### src/rtl/pfl1_stride_detect_if.sv
// Miss-stream input and prefetch-candidate output bundle for the L1 stride detector.
// master drives misses and pf_ready; slave is the detector.
interface pfl1_stride_detect_if #(
  parameter int PC_BITS   = 32,
  parameter int ADDR_BITS = 26
);
  logic                 miss_valid;
  logic [PC_BITS-1:0]   miss_pc;
  logic [ADDR_BITS-1:0] miss_addr;
  logic                 pf_valid;
  logic                 pf_ready;
  logic [ADDR_BITS-1:0] pf_addr;
  logic [1:0]           pf_conf;
  logic [7:0]           drop_cnt;

  modport master (
    output miss_valid, miss_pc, miss_addr, pf_ready,
    input  pf_valid, pf_addr, pf_conf, drop_cnt
  );

  modport slave (
    input  miss_valid, miss_pc, miss_addr, pf_ready,
    output pf_valid, pf_addr, pf_conf, drop_cnt
  );
endinterface

### src/rtl/pfl1_stride_detect.sv
// Per-PC stride learner feeding a candidate FIFO: a miss at edge N pushes at edge N, pf_valid from N+1.
// Misses are never stalled; candidates arriving at a full FIFO (without a same-cycle pop) are dropped and counted.
module pfl1_stride_detect #(
  parameter int PC_BITS   = 32,
  parameter int ADDR_BITS = 26,
  parameter int ENTRIES   = 16,
  parameter int THRESH    = 2,
  parameter int QDEPTH    = 4
) (
  input  logic clk,
  input  logic reset,
  input  logic flush,
  pfl1_stride_detect_if.slave bus
);
  localparam int IDXB = $clog2(ENTRIES);
  localparam int TAGB = PC_BITS - IDXB - 2;
  localparam int QB   = $clog2(QDEPTH);
  localparam logic [1:0]  THR   = THRESH[1:0];
  localparam logic [QB:0] QFULL = QDEPTH[QB:0];

  typedef struct packed {
    logic [ADDR_BITS-1:0] addr;
    logic [1:0]           conf;
  } cand_t;

  logic                 tbl_vld    [ENTRIES];
  logic [TAGB-1:0]      tbl_tag    [ENTRIES];
  logic [ADDR_BITS-1:0] tbl_last   [ENTRIES];
  logic [ADDR_BITS-1:0] tbl_stride [ENTRIES];
  logic [1:0]           tbl_conf   [ENTRIES];

  logic [IDXB-1:0]      idx;
  logic [TAGB-1:0]      tag;
  logic                 hit;
  logic                 upd;
  logic                 emit;
  logic [ADDR_BITS-1:0] delta;
  logic [ADDR_BITS-1:0] new_stride;
  logic [1:0]           new_conf;
  cand_t                cand;

  cand_t                fifo_mem [QDEPTH];
  logic [QB-1:0]        wr_ptr;
  logic [QB-1:0]        rd_ptr;
  logic [QB:0]          count;
  logic [7:0]           drop_q;
  logic                 full;
  logic                 pop;
  logic                 push_ok;
  logic                 drop;

  // Table is read combinationally, so a miss in cycle N+1 sees the write made at edge N.
  always_comb begin
    idx        = bus.miss_pc[IDXB+1:2];
    tag        = bus.miss_pc[PC_BITS-1:IDXB+2];
    hit        = tbl_vld[idx] && (tbl_tag[idx] == tag);
    upd        = bus.miss_valid && !flush;
    delta      = bus.miss_addr - tbl_last[idx];
    new_stride = tbl_stride[idx];
    new_conf   = tbl_conf[idx];
    emit       = 1'b0;
    if (hit && (delta != '0)) begin
      if (delta == tbl_stride[idx]) begin
        if (tbl_conf[idx] != 2'd3) new_conf = tbl_conf[idx] + 2'd1;
      end else if (tbl_conf[idx] == 2'd0) begin
        new_stride = delta;
      end else begin
        new_conf = tbl_conf[idx] - 2'd1;
      end
      emit = (new_conf >= THR) && (new_stride != '0);
    end
    cand.addr = bus.miss_addr + new_stride;
    cand.conf = new_conf;
  end

  always_ff @(posedge clk or posedge reset) begin
    if (reset) begin
      for (int i = 0; i < ENTRIES; i++) tbl_vld[i] <= 1'b0;
    end else if (flush) begin
      for (int i = 0; i < ENTRIES; i++) tbl_vld[i] <= 1'b0;
    end else if (bus.miss_valid) begin
      tbl_vld[idx] <= 1'b1;
    end
  end

  // Payload fields need no reset: they are only consulted behind a valid bit.
  always_ff @(posedge clk) begin
    if (upd) begin
      tbl_tag[idx]    <= tag;
      tbl_last[idx]   <= bus.miss_addr;
      tbl_stride[idx] <= hit ? new_stride : '0;
      tbl_conf[idx]   <= hit ? new_conf : 2'd0;
    end
  end

  assign full    = (count == QFULL);
  assign pop     = bus.pf_valid && bus.pf_ready;
  assign push_ok = upd && emit && (!full || pop);
  assign drop    = upd && emit && full && !pop;

  always_ff @(posedge clk or posedge reset) begin
    if (reset) begin
      wr_ptr <= '0;
      rd_ptr <= '0;
      count  <= '0;
      drop_q <= '0;
      for (int i = 0; i < QDEPTH; i++) fifo_mem[i] <= '0;
    end else if (flush) begin
      wr_ptr <= '0;
      rd_ptr <= '0;
      count  <= '0;
    end else begin
      if (push_ok) begin
        fifo_mem[wr_ptr] <= cand;
        wr_ptr           <= wr_ptr + 1'b1;
      end
      if (pop) rd_ptr <= rd_ptr + 1'b1;
      case ({push_ok, pop})
        2'b10:   count <= count + 1'b1;
        2'b01:   count <= count - 1'b1;
        default: count <= count;
      endcase
      if (drop && (drop_q != 8'hFF)) drop_q <= drop_q + 8'd1;
    end
  end

  assign bus.pf_valid = (count != '0);
  assign bus.pf_addr  = fifo_mem[rd_ptr].addr;
  assign bus.pf_conf  = fifo_mem[rd_ptr].conf;
  assign bus.drop_cnt = drop_q;
endmodule

### src/flat_wrapper.sv
// flat-port wrapper written by rule: the top's interface ports become plain ports
module pfl1_stride_detect_flat 
#(
  parameter int PC_BITS   = 32,
  parameter int ADDR_BITS = 26,
  parameter int ENTRIES   = 16,
  parameter int THRESH    = 2,
  parameter int QDEPTH    = 4
)
  (clk, reset, flush, bus_miss_valid, bus_miss_pc, bus_miss_addr, bus_pf_ready, bus_pf_valid, bus_pf_addr, bus_pf_conf, bus_drop_cnt);
  pfl1_stride_detect_if #(.PC_BITS(PC_BITS), .ADDR_BITS(ADDR_BITS)) bus_i ();
  input  logic clk;
  input  logic reset;
  input  logic flush;
  input wire logic [$bits(bus_i.miss_valid)-1:0] bus_miss_valid;
  input wire logic [$bits(bus_i.miss_pc)-1:0] bus_miss_pc;
  input wire logic [$bits(bus_i.miss_addr)-1:0] bus_miss_addr;
  input wire logic [$bits(bus_i.pf_ready)-1:0] bus_pf_ready;
  output wire logic [$bits(bus_i.pf_valid)-1:0] bus_pf_valid;
  output wire logic [$bits(bus_i.pf_addr)-1:0] bus_pf_addr;
  output wire logic [$bits(bus_i.pf_conf)-1:0] bus_pf_conf;
  output wire logic [$bits(bus_i.drop_cnt)-1:0] bus_drop_cnt;
  assign bus_i.miss_valid = bus_miss_valid;
  assign bus_i.miss_pc = bus_miss_pc;
  assign bus_i.miss_addr = bus_miss_addr;
  assign bus_i.pf_ready = bus_pf_ready;
  assign bus_pf_valid = bus_i.pf_valid;
  assign bus_pf_addr = bus_i.pf_addr;
  assign bus_pf_conf = bus_i.pf_conf;
  assign bus_drop_cnt = bus_i.drop_cnt;
  pfl1_stride_detect #(.PC_BITS(PC_BITS), .ADDR_BITS(ADDR_BITS), .ENTRIES(ENTRIES), .THRESH(THRESH), .QDEPTH(QDEPTH)) u_core (.clk(clk), .reset(reset), .flush(flush), .bus(bus_i));
endmodule
### config.mk
export PLATFORM = sky130hd
export DESIGN_NAME = pfl1_stride_detect_flat
export DESIGN_NICKNAME = d
export VERILOG_FILES = /design/src/rtl/pfl1_stride_detect_if.sv /design/src/rtl/pfl1_stride_detect.sv /design/src/flat_wrapper.sv
export SDC_FILE = /design/constraint.sdc
export NUM_CORES = 2
export LEC_CHECK = 0
export CORE_UTILIZATION = 45
export DETAILED_ROUTE_END_ITERATION = 10
export PLACE_DENSITY = 0.73
export SETUP_SLACK_MARGIN = 0.15
export SYNTH_ARGS = -nofsm -noshare
export SYNTH_HDL_FRONTEND = slang
export SYNTH_SLANG_ARGS = --single-unit
### constraint.sdc
create_clock -name clk -period 7.95 [get_ports clk]
set_clock_uncertainty 0.1 [all_clocks]
set_input_delay 2.385 -clock clk [delete_from_list [all_inputs] [get_ports clk]]
set_output_delay 2.385 -clock clk [all_outputs]
set_load 0.02 [all_outputs]
==> summary.txt <==
Status
  – Outcome: finished, violations left
  – Failing checks: negative setup slack

Power
  – Total internal power: 12.9 mW
  – Total Power Consumption: 16.7 mW
  – Cell area power density: around 230 mW/mm2
  – Power spent charging and discharging nets: just under 4 mW
  – Share of power burned in combinational logic: roughly 12%
  – Share of total power in the clock network: between 30% and 40%
  – Switching share of power: 23.1%
  – Worst VDD drop: 0.219 mV
  – Proportion of power drawn by flip-flops and latches: just under 50%
  – Reported leakage power: 26.2 nW

Placed design
  – DP HPWL: about 89 mm
  – PortBufs: slightly below 100
  – Gp weighted congestion: slightly above 0.9
  – Post-placement cell area: 0.0668 mm2
  – Worst slack at placement: -2.16 ns

Route
  – Count of vias placed by the detailed router: between 30000 and 40000
  – Iter 0 DRT Violations: 3851
  – Total Routed Length: approximately 150 mm
  – Post-DR vias/cell: about 6.0
  – Residual DRC: 0
  – Pre-antenna DRT Iters: 5
  – Avg WL per Cell: 27.7 um
  – Routed Antenna Nets: 0

Worst setup path
  – Reg-to-reg startpoint: u_core.tbl_last[11][0]
  – Register-to-register path setup slack: slightly below 0.5 ns
  – Worst-path maximum fanout: 8
  – Type of element capturing the critical path: flip-flop
  – Endpoint arrival time on the critical path: between 9 and 10 ns
  – Nature of the critical path startpoint: input pin
  – Most used cell along the critical path: buf_4
  – Critical-path top delay cell: mux4_2
  – CP peak stage delay: 0.51 ns
  – Path type of the worst setup path: in -> reg
  – CP Launch Point: bus_miss_pc[2]
  – R2r worst-path depth: 33
  – Worst R2R End: u_core.fifo_mem[106]
  – Required @ worst endpoint: between 8 and 9 ns

Timing
  – Setup-failing EPs final: between 70 and 80
  – Final Cycle Share: 112%
  – Crit path setup slack, layout: -0.953 ns
  – Fmax: around 110 MHz
  – Time the worst path needs with I/O delays and setup: about 9 ns
  – Normalized max-slew margin: a little under a quarter
  – Slew @ Worst Pin: between 1 and 1.5 ns
  – RSZ-0062 raised after global routing: yes
  – Final count of hold timing violations: 0
  – Max-slew violations: 0

Clocking
  – CTS tree: built
  – H-tree depth: 4
  – Worst-path clk slew: around 0.06 ns
  – Total of hold buffers inserted after clock tree synthesis: 0
  – Clock buffers created by TritonCTS: roughly 140
  – Clock root buffer: clkbuf_16
  – Sink count of the clock tree: 1423
  – Latest clock arrival within the worst-skew pair: 0.78 ns
  – Clock Path Buffers: 3

Yosys
  – Net count of the mapped netlist: roughly 3100
  – Sequential area share after synthesis: 70.3%
  – Area share of the largest cell type after synthesis: between 60 and 70%
  – Main synth FF type: edfxtp_1
  – Commonest cells post-synth: edfxtp_1, mux4_2, dfrtp_1
  – Total number of yosys warnings: 0
  – Dominant cells by area after synthesis: edfxtp_1, mux4_2, dfrtp_1
  – Number of enable flip-flop cells after synthesis: between 1000 and 1500
  – Leading area contributor after synthesis: edfxtp_1
  – Avg Cell Area, Syn: 19.8 um2
  – Count of unique library cells instantiated by Yosys: 100
  – Count of mapped cells out of synthesis: roughly 3000
  – FF+latch count, synth: approximately 1400
  – Proportion of synthesized flip-flops having asynchronous set or reset: approximately 10%
  – Mapped Area: 0.0597 mm2
  – Dominant cell by count in the synthesized netlist: edfxtp_1

Global routing
  – Gr usage total: between 20 and 25%
  – Routing usage on met2: a little under two fifths
  – First-pass GRT wire length: ~220 mm
  – Met1 track demand over resource: 30.8%
  – Largest net degree at the start of global routing: 85
  – Vias in the first global route: 34198
  – Global Route met3 Usage: around 4.0%
  – Congestion Overflow GR: 0
  – Initial antenna violation count: 1
  – Global-route layer with the greatest usage: met2

Flow run
  – Max-cap violation count: 0

Hold path
  – Hold EP: u_core.fifo_mem[1]
  – Classification of the worst-slack hold path: reg -> reg
  – Hold wc startpoint: u_core.fifo_mem[1]
  – Number of stages on the worst hold path: 1

Floorplanning
  – Die W: between 300 and 400 um
  – Die height: about 370 um
  – Row cnt: about 130
  – Floorplan die area: between 0.1 and 0.15 mm2
  – Core footprint: roughly 0.13 mm2
  – I/O Pins: 100
  – Initial Util: between 40% and 50%

Layout
  – Area growth from synthesis to layout: 23.2%
  – Final Cell Area: ~0.074 mm2
  – Post-layout utilization of the core: 55.9%
  – Share of post-route cells with drive strength above 1: 40.2%
  – Final-stage net count: slightly below 4000
critical path: cells and delay by family:
family	cells	cell delay (ns)
AO/OA/AOI/OAI	11	2.67
XOR/XNOR	1	0.14
adder cells (fa/ha/maj)	2	0.37
buffers and inverters	15	1.88
multiplexers	4	1.58
AND/OR/NAND/NOR	3	0.42
kinds of logic (layout without fill, tap and decap cells):
| group | Yosys count | count (layout) | synth area share, % |
|---|---|---|---|
| flip-flops | 1423 | 1423 | 70.3 |
| multiplexers | 576 | 576 | 18.2 |
| AND/OR/NAND/NOR | 367 | 367 | 3.36 |
| AO/OA/AOI/OAI | 287 | 287 | 3.39 |
| buffers and inverters | 210 | 1018 | 1.90 |
| XOR/XNOR | 97 | 97 | 1.55 |
| adder cells (fa/ha/maj) | 58 | 58 | 1.25 |
| other | 0 | 1 | 0 |
cells in the final DEF, fill, tap and decap left out, types with 26 or more instances in the layout:
master,netlist,layout
buf_4,15,526
mux2_4,0,64
xnor2_1,66,56
mux2_2,91,48
mux4_2,390,390
a22oi_1,30,29
clkbuf_16,0,148
dfrtp_1,143,141
inv_1,61,46
edfxtp_1,1280,1280
clkbuf_1,44,35
clkdlybuf4s50_1,0,93
nor2_1,73,52
buf_12,4,43
nor2b_1,45,27
mux2i_1,54,54
ha_1,55,28
o21ai_0,40,26
buf_6,20,33
a21oi_1,57,36
nand2_1,62,58
stage by stage:
stage                     TNS [ns]  std cells  hold slack (ns)
after global placement     -235.13       5244            0.347
final                       -41.05       5582            0.365
after CTS                   -42.41       5553            0.371
after detailed placement   -300.46       5244            0.353
after floorplan            -314.39       3018            0.334
after global routing        -51.66       5581            0.391
final cells by class:
type,instances,area (um2)
Sequential cell,1423,42000
Inverter,62,238
Clock buffer,182,3800
Clock inverter,64,649
Fill cell,9523,58000
Multi-Input combinational cell,1385,18200
Antenna cell,1,2.50
Tap cell,1755,2200
Timing Repair Buffer,710,6500
metal layers:
metal  vias up  part of all wire (%)
met5         -                     0
met4         0                   2.3
met3       239                   8.0
met2      1593                    51
met1     17629                    39
li1      13876                     -
worst max path at each step:
stage,endpoint,slack [ns],cells after the start
detailed placement,u_core.fifo_mem[55],-2.16,31
floorplan,u_core.fifo_mem[111],-1.96,39
global placement,u_core.fifo_mem[83],-2.03,31
CTS,u_core.fifo_mem[110],-0.94,34
global route,u_core.fifo_mem[22],-1.07,36
finish,u_core.fifo_mem[106],-0.95,36
registers in the layout, indices dropped and copies added (netlist names), 3 cells and up:
name and count:
u_core.tbl_vld 16, u_core.tbl_tag 416, u_core.count 3, u_core.tbl_last 416, u_core.tbl_stride 416, u_core.tbl_conf 32
u_core.bus.drop_cnt 8, u_core.fifo_mem 112
power by group through the flow:
stage	Clock (mW)	Combinational, mW	Sequential (mW)
2_1_floorplan	0	0.945	8.35
3_3_place_gp	0	1.75	8.34
3_5_place_dp	0	1.77	8.35
4_1_cts	6.57	1.92	8.19
5_1_grt	6.86	2.18	8.19
6_report	6.49	2.06	8.19
repair_timing:
| action | in CTS | in global routing |
|---|---|---|
| endpoints found under the setup margin | 142 | 226 |
| buffers inserted | 56 | 26 |
| gates resized for setup | 157 | 140 |
| cloned | 7 | 2 |
| pin swaps | 61 | 71 |
No activity file was read; power rests on OpenSTA's default activity.
